### src/rtl/fetch_unit_if.sv
`default_nettype none
// ============================================================================
//  Module      : fetch_unit_if
//  Description : Bundles the instruction-memory req/gnt/rvalid bus and the
//                decode-side valid/ready handshake of the fetch stage.
//                master : fetch unit side (drives req/addr and queue head)
//                slave  : memory + decode side (drives gnt/rvalid/rdata/ready)
//  Signals     : imem_req, imem_addr[ADDR_W], imem_gnt, imem_rvalid,
//                imem_rdata[INSTR_W], instr_valid, instr[INSTR_W],
//                instr_pc[ADDR_W], instr_ready
//  Revision    : 1.0 - initial release
// ============================================================================
interface fetch_unit_if #(
    parameter int ADDR_W  = 16,
    parameter int INSTR_W = 16
);
    logic               imem_req;
    logic [ADDR_W-1:0]  imem_addr;
    logic               imem_gnt;
    logic               imem_rvalid;
    logic [INSTR_W-1:0] imem_rdata;
    logic               instr_valid;
    logic [INSTR_W-1:0] instr;
    logic [ADDR_W-1:0]  instr_pc;
    logic               instr_ready;

    modport master (
        output imem_req, imem_addr, instr_valid, instr, instr_pc,
        input  imem_gnt, imem_rvalid, imem_rdata, instr_ready
    );

    modport slave (
        input  imem_req, imem_addr, instr_valid, instr, instr_pc,
        output imem_gnt, imem_rvalid, imem_rdata, instr_ready
    );
endinterface
`default_nettype wire

### src/rtl/fetch_unit.sv
`default_nettype none
// ============================================================================
//  Module      : fetch_unit
//  Description : Instruction-fetch stage. Holds the fetch PC, issues single
//                outstanding requests to instruction memory, buffers returned
//                words tagged with their PC in a DEPTH-entry prefetch queue
//                and redirects on taken branches (target = pc + 1 + sext(off)).
//  Ports       : clk             - clock, rising edge
//                rst_n           - asynchronous active-low reset
//                bus             - fetch_unit_if.master (imem bus + decode)
//                branch_taken_i  - one-cycle redirect strobe
//                branch_pc_i     - PC of the branch instruction
//                branch_offset_i - signed word offset
//                fetch_pc_o      - current fetch PC (debug)
//  Revision    : 1.0 - initial release
// ============================================================================
module fetch_unit #(
    parameter int                ADDR_W   = 16,
    parameter int                INSTR_W  = 16,
    parameter int                OFFSET_W = 4,
    parameter int                DEPTH    = 4,
    parameter logic [ADDR_W-1:0] RESET_PC = '0
) (
    input  wire logic                clk,
    input  wire logic                rst_n,
    fetch_unit_if.master             bus,
    input  wire logic                branch_taken_i,
    input  wire logic [ADDR_W-1:0]   branch_pc_i,
    input  wire logic [OFFSET_W-1:0] branch_offset_i,
    output logic      [ADDR_W-1:0]   fetch_pc_o
);
    localparam int               PTR_W    = $clog2(DEPTH);
    localparam int               CNT_W    = PTR_W + 1;
    localparam logic [CNT_W-1:0] FULL_CNT = CNT_W'(DEPTH);

    logic [ADDR_W-1:0]  fetch_pc_q, fetch_pc_d;
    logic [ADDR_W-1:0]  req_pc_q, req_pc_d;
    logic               outstanding_q, outstanding_d;
    logic               discard_q, discard_d;
    logic [CNT_W-1:0]   count_q, count_d;
    logic [PTR_W-1:0]   rd_ptr_q, rd_ptr_d;
    logic [PTR_W-1:0]   wr_ptr_q, wr_ptr_d;

    logic [INSTR_W-1:0] instr_mem_q [DEPTH];
    logic [ADDR_W-1:0]  pc_mem_q    [DEPTH];

    logic [ADDR_W-1:0]  sext_off;
    logic [ADDR_W-1:0]  target;
    logic               req;
    logic               grant;
    logic               resp;
    logic               push;
    logic               pop;

    assign sext_off = {{(ADDR_W-OFFSET_W){branch_offset_i[OFFSET_W-1]}}, branch_offset_i};
    assign target   = branch_pc_i + ADDR_W'(1) + sext_off;

    // Requests need a free slot so a returning word can always be pushed.
    // rst_n gating keeps the request low for the whole reset interval.
    assign req   = rst_n & ~outstanding_q & (count_q != FULL_CNT) & ~branch_taken_i;
    assign grant = req & bus.imem_gnt;
    assign resp  = outstanding_q & bus.imem_rvalid;
    // A response landing in a redirect cycle or flagged stale is dropped.
    assign push  = resp & ~discard_q & ~branch_taken_i;
    assign pop   = (count_q != '0) & bus.instr_ready;

    always_comb begin
        fetch_pc_d    = fetch_pc_q;
        req_pc_d      = req_pc_q;
        outstanding_d = outstanding_q;
        discard_d     = discard_q;
        count_d       = count_q;
        rd_ptr_d      = rd_ptr_q;
        wr_ptr_d      = wr_ptr_q;

        if (grant) begin
            outstanding_d = 1'b1;
            req_pc_d      = fetch_pc_q;
            fetch_pc_d    = fetch_pc_q + ADDR_W'(1);
        end

        if (resp) begin
            outstanding_d = 1'b0;
            discard_d     = 1'b0;
        end

        if (branch_taken_i) begin
            fetch_pc_d = target;
            count_d    = '0;
            rd_ptr_d   = '0;
            wr_ptr_d   = '0;
            // Still waiting on a response that belongs to the old path:
            // remember to throw it away when it finally arrives.
            discard_d  = outstanding_q & ~bus.imem_rvalid;
        end else begin
            case ({push, pop})
                2'b10: begin
                    count_d  = count_q + CNT_W'(1);
                    wr_ptr_d = wr_ptr_q + PTR_W'(1);
                end
                2'b01: begin
                    count_d  = count_q - CNT_W'(1);
                    rd_ptr_d = rd_ptr_q + PTR_W'(1);
                end
                2'b11: begin
                    wr_ptr_d = wr_ptr_q + PTR_W'(1);
                    rd_ptr_d = rd_ptr_q + PTR_W'(1);
                end
                default: ;
            endcase
        end
    end

    always_ff @(posedge clk or negedge rst_n) begin
        if (!rst_n) begin
            fetch_pc_q    <= RESET_PC;
            req_pc_q      <= RESET_PC;
            outstanding_q <= 1'b0;
            discard_q     <= 1'b0;
            count_q       <= '0;
            rd_ptr_q      <= '0;
            wr_ptr_q      <= '0;
        end else begin
            fetch_pc_q    <= fetch_pc_d;
            req_pc_q      <= req_pc_d;
            outstanding_q <= outstanding_d;
            discard_q     <= discard_d;
            count_q       <= count_d;
            rd_ptr_q      <= rd_ptr_d;
            wr_ptr_q      <= wr_ptr_d;
        end
    end

    // Queue storage carries no reset; entries are only visible via count.
    always_ff @(posedge clk) begin
        if (push) begin
            instr_mem_q[wr_ptr_q] <= bus.imem_rdata;
            pc_mem_q[wr_ptr_q]    <= req_pc_q;
        end
    end

    assign bus.imem_req    = req;
    assign bus.imem_addr   = fetch_pc_q;
    assign bus.instr_valid = (count_q != '0);
    assign bus.instr       = instr_mem_q[rd_ptr_q];
    assign bus.instr_pc    = pc_mem_q[rd_ptr_q];
    assign fetch_pc_o      = fetch_pc_q;
endmodule
`default_nettype wire

### src/flat_wrapper.sv
// flat-port wrapper written by rule: the top's interface ports become plain ports
module fetch_unit_flat 
#(
    parameter int                ADDR_W   = 16,
    parameter int                INSTR_W  = 16,
    parameter int                OFFSET_W = 4,
    parameter int                DEPTH    = 4,
    parameter logic [ADDR_W-1:0] RESET_PC = '0
)
  (clk, rst_n, branch_taken_i, branch_pc_i, branch_offset_i, fetch_pc_o, bus_imem_req, bus_imem_addr, bus_instr_valid, bus_instr, bus_instr_pc, bus_imem_gnt, bus_imem_rvalid, bus_imem_rdata, bus_instr_ready);
  fetch_unit_if #(.ADDR_W(ADDR_W), .INSTR_W(INSTR_W)) bus_i ();
  input  wire logic clk;
  input  wire logic rst_n;
  input  wire logic branch_taken_i;
  input  wire logic [ADDR_W-1:0] branch_pc_i;
  input  wire logic [OFFSET_W-1:0] branch_offset_i;
  output logic      [ADDR_W-1:0] fetch_pc_o;
  output wire logic [$bits(bus_i.imem_req)-1:0] bus_imem_req;
  output wire logic [$bits(bus_i.imem_addr)-1:0] bus_imem_addr;
  output wire logic [$bits(bus_i.instr_valid)-1:0] bus_instr_valid;
  output wire logic [$bits(bus_i.instr)-1:0] bus_instr;
  output wire logic [$bits(bus_i.instr_pc)-1:0] bus_instr_pc;
  input wire logic [$bits(bus_i.imem_gnt)-1:0] bus_imem_gnt;
  input wire logic [$bits(bus_i.imem_rvalid)-1:0] bus_imem_rvalid;
  input wire logic [$bits(bus_i.imem_rdata)-1:0] bus_imem_rdata;
  input wire logic [$bits(bus_i.instr_ready)-1:0] bus_instr_ready;
  assign bus_imem_req = bus_i.imem_req;
  assign bus_imem_addr = bus_i.imem_addr;
  assign bus_instr_valid = bus_i.instr_valid;
  assign bus_instr = bus_i.instr;
  assign bus_instr_pc = bus_i.instr_pc;
  assign bus_i.imem_gnt = bus_imem_gnt;
  assign bus_i.imem_rvalid = bus_imem_rvalid;
  assign bus_i.imem_rdata = bus_imem_rdata;
  assign bus_i.instr_ready = bus_instr_ready;
  fetch_unit #(.ADDR_W(ADDR_W), .INSTR_W(INSTR_W), .OFFSET_W(OFFSET_W), .DEPTH(DEPTH), .RESET_PC(RESET_PC)) u_core (.clk(clk), .rst_n(rst_n), .bus(bus_i), .branch_taken_i(branch_taken_i), .branch_pc_i(branch_pc_i), .branch_offset_i(branch_offset_i), .fetch_pc_o(fetch_pc_o));
endmodule
### config.mk
export PLATFORM = sky130hd
export DESIGN_NAME = fetch_unit_flat
export DESIGN_NICKNAME = d
export VERILOG_FILES = /design/src/rtl/fetch_unit_if.sv /design/src/rtl/fetch_unit.sv /design/src/flat_wrapper.sv
export SDC_FILE = /design/constraint.sdc
export NUM_CORES = 1
export LEC_CHECK = 0
export CAP_MARGIN = 30
export CORE_MARGIN = 3
export CORE_UTILIZATION = 43
export DETAILED_ROUTE_END_ITERATION = 12
export HOLD_SLACK_MARGIN = 0.03
export PLACE_DENSITY = 0.63
export SETUP_SLACK_MARGIN = 0.2
export SYNTH_ARGS = -nofsm -noshare
export SYNTH_HDL_FRONTEND = slang
export SYNTH_SLANG_ARGS = --single-unit
### constraint.sdc
create_clock -name clk -period 3.3 [get_ports clk]
set_clock_uncertainty 0.15 [all_clocks]
set_input_delay 0.33 -clock clk [delete_from_list [all_inputs] [get_ports clk]]
set_output_delay 0.33 -clock clk [all_outputs]
set_load 0.005 [all_outputs]
==> results.yml <==
route:
  drcViolationCount: 0
  vias: 4325
  drt-met1-wl_mm: 6.34
  via_per_inst: 5.15
  wl_mm: 14.4
  route.met3.wl_um: 730
  drt-initial-drc-count: 244
  drtAntennaViolNets: 0
  top_layer: "met4"
  routed-wl-met2_mm: 7.06
  routedWlPerCell_um: 17.1
  first_pass_iters: 4
cts:
  cts_buffers: 17
  clk_latency_ns: 0.41
  cts_root_buf: "clkbuf_16"
  cts_resized: 0
  cts.sinks: 169
  cts_tree: "built"
  clk_path_buf_depth: 2
  path_clk_slew_ns: 0.06
  h-tree-depth: 4
logic_synthesis:
  ys_seq_area_share_pct: 65.1
  netlist_instances: 499
  synth_warnings: 0
  syn_area_mm2: 0.00747
  synth_fp_nets: 563
  synth-edff-count: 128
  ys_async_sr_fraction_pct: 24.3
  synth-seq-cells: 169
  synthDistinctLibCells: 50
  synthFlopType: "edfxtp_1"
  syn_area_per_cell_um2: 15.0
floorplanning:
  die-area_mm2: 0.0190
  die_h_um: 138
  io_pins: 108
  core_mm2: 0.0168
  die_w_um: 138
  rows: 47
  initial_core_util_pct: 44.4
worst_setup_path:
  crit_fanout: 13
  worst_setup_path_start_kind: "primary input"
  r2r_slack_ns: 0.83
  r2r_cells: 8
  cp.required_ns: 2.82
  reg2reg_from: "u_core.count_q[0]$_DFFE_PN0P_"
  crit_path_start: "rst_n"
  worstPathArrival_ns: 2.19
  timing_worst_setup_path_type: "in2out"
  r2r-end: "u_core.count_q[2]$_DFFE_PN0P_"
  end_kind: "primary output"
grt:
  globalRouteTotalUtil_pct: 15.8
  antenna_found_initial: 0
  grt-ovfl-total: 0
  grt_pass1_vias: 4439
  grt_pass1_wl_mm: 22.8
  grt_max_degree: 32
timing:
  clock.fmax_ghz: 0.375
  hold_violations: 0
  fin_crit_ns: 2.67
  drv_slew: 0
  maxSlewHeadroom_pct: 64.3
  fin_setup_tns_ns: 0
  min_period_over_period_pct: 80.8
  grt_setup_unrepaired: "no"
  worstMarginPinSlew_ns: 0.534
  setup_viol: 0
finish:
  nFillCells: 1359
  layout_commonest_cell: "edfxtp_1"
  layout_common_cells: "edfxtp_1 (128), clkdlybuf4s50_1 (106), nand2_1 (69), dfrtp_1 (40), mux4_2 (32)"
  diodes: 0
  seqCellArea_mm2: 0.00487
  area_growth_pct: 25.1
  multi_input_area_mm2: 0.00237
  drive_gt1_share_pct: 15.0
  layout.nets: 670
  final_util_pct: 55.6
pwr:
  power_density_mw_per_mm2: 634
  power.leakage_uw: 0.00335
  combPwrFrac_pct: 20.6
  worst_ir_drop_vdd_mv: 0.335
  seq_power_share_pct: 47.3
  p_clk_share_pct: 32.1
  swShare_pct: 25.7
  power_uw: 5930
  p_switching_uw: 1520
  p_int_uw: 4410
job:
  drv_cap: 0
placement:
  hpwl_mm: 9.94
  place.gp.congestion: 0.806
  portBuffers: 107
status:
  status: "finished clean"
worst_hold_path:
  worstHoldPathType: "in2async"
[Yosys cell counts, types with 2 or more instances]
library cell / count / share of area (%)
a211oi_1: 2 / 0.20
a21o_1: 3 / 0.30
a21oi_1: 24 / 1.6
a221oi_1: 4 / 0.47
and2_1: 4 / 0.33
and3_1: 3 / 0.25
buf_2: 8 / 0.54
buf_4: 16 / 1.6
clkbuf_1: 6 / 0.30
dfrtp_1: 41 / 14
edfxtp_1: 128 / 51
fa_1: 2 / 0.54
ha_1: 20 / 3.3
inv_1: 12 / 0.60
mux2i_1: 5 / 0.67
mux4_2: 32 / 9.6
nand2_1: 69 / 3.5
nand3_1: 10 / 0.67
nand4_1: 6 / 0.50
nor2_1: 21 / 1.1
nor3_1: 3 / 0.20
o21ai_0: 20 / 1.3
o21bai_1: 3 / 0.30
o31ai_1: 2 / 0.20
or3_1: 4 / 0.33
xnor2_1: 14 / 1.6
xor2_1: 14 / 1.6
[routing by layer]
layer	GRT usage (%)	vias to the layer above
met4	5.87	0
met2	25.7	102
met5	0	-
met1	20.8	2136
li1	-	2069
met3	3.87	18
[cell type report]
cell class              count  area share, %
multi-input cells         286           25.3
flip-flops and latches    169           52.1
inverters                  12          0.482
clock buffers              17           4.55
repair buffers            120           13.0
well taps                 220           2.94
clock inverters            15           1.62
[worst max path at each step]
stage / end / cells after the start
4_1_cts: bus_instr_pc[6] / 3
3_5_place_dp: u_core.bus.imem_addr[14]$_DFFE_PN0P_ / 8
3_3_place_gp: u_core.bus.imem_addr[14]$_DFFE_PN0P_ / 11
6_report: bus_imem_req / 4
5_1_grt: bus_imem_req / 4
2_1_floorplan: u_core.count_q[2]$_DFFE_PN0P_ / 8
[critical path, cell delays in order]
cell and delay (ns):
dlygate4sd3_1 0.53, buf_2 0.31, nor4b_1 0.37, clkdlybuf4s50_1 0.65
[cell families after synthesis]
| family | count (synthesis) | synth area share [%] |
|---|---|---|
| compound gates | 65 | 5.21 |
| xor+xnor | 28 | 3.28 |
| fa+ha+maj | 22 | 3.88 |
| buf+inv | 44 | 3.25 |
| flops | 169 | 65.1 |
| mux | 37 | 10.3 |
| simple gates | 134 | 8.92 |
[power groups by stage]
stage / combinational, uW / clock (uW) / sequential (uW)
2_1_floorplan: 719 / 0 / 2770
3_3_place_gp: 1230 / 0 / 2830
3_5_place_dp: 1240 / 0 / 2850
4_1_cts: 1250 / 1950 / 2810
5_1_grt: 1350 / 2040 / 2840
6_report: 1220 / 1900 / 2800
[flip-flops by register name, summed over array words and instances, names as in the netlist]
name	cells
u_core.bus.imem_addr	16
u_core.count_q	3
u_core.discard_q	1
u_core.instr_mem_q	64
u_core.outstanding_q	1
u_core.pc_mem_q	64
u_core.rd_ptr_q	2
u_core.req_pc_q	16
u_core.wr_ptr_q	2
[per-stage QoR]
step | hold slack (ns) | worst slack, ns | cells | cell area, um2
after CTS | 0.192 | 0.595 | 839 | 9350
after global placement | 0.0896 | 0.505 | 806 | 8760
after detailed placement | 0.0974 | 0.428 | 806 | 8760
after floorplan | -0.116 | 0.964 | 499 | 7470
final | 0.212 | 0.632 | 839 | 9350
after global routing | 0.218 | 0.505 | 839 | 9350
[timing repair]
item	in CTS	in global routing
hold endpoints to repair	10	0
setup buffers	0	0
hold buffers	1	0
Note: power is estimated with default switching activity, not from simulation.
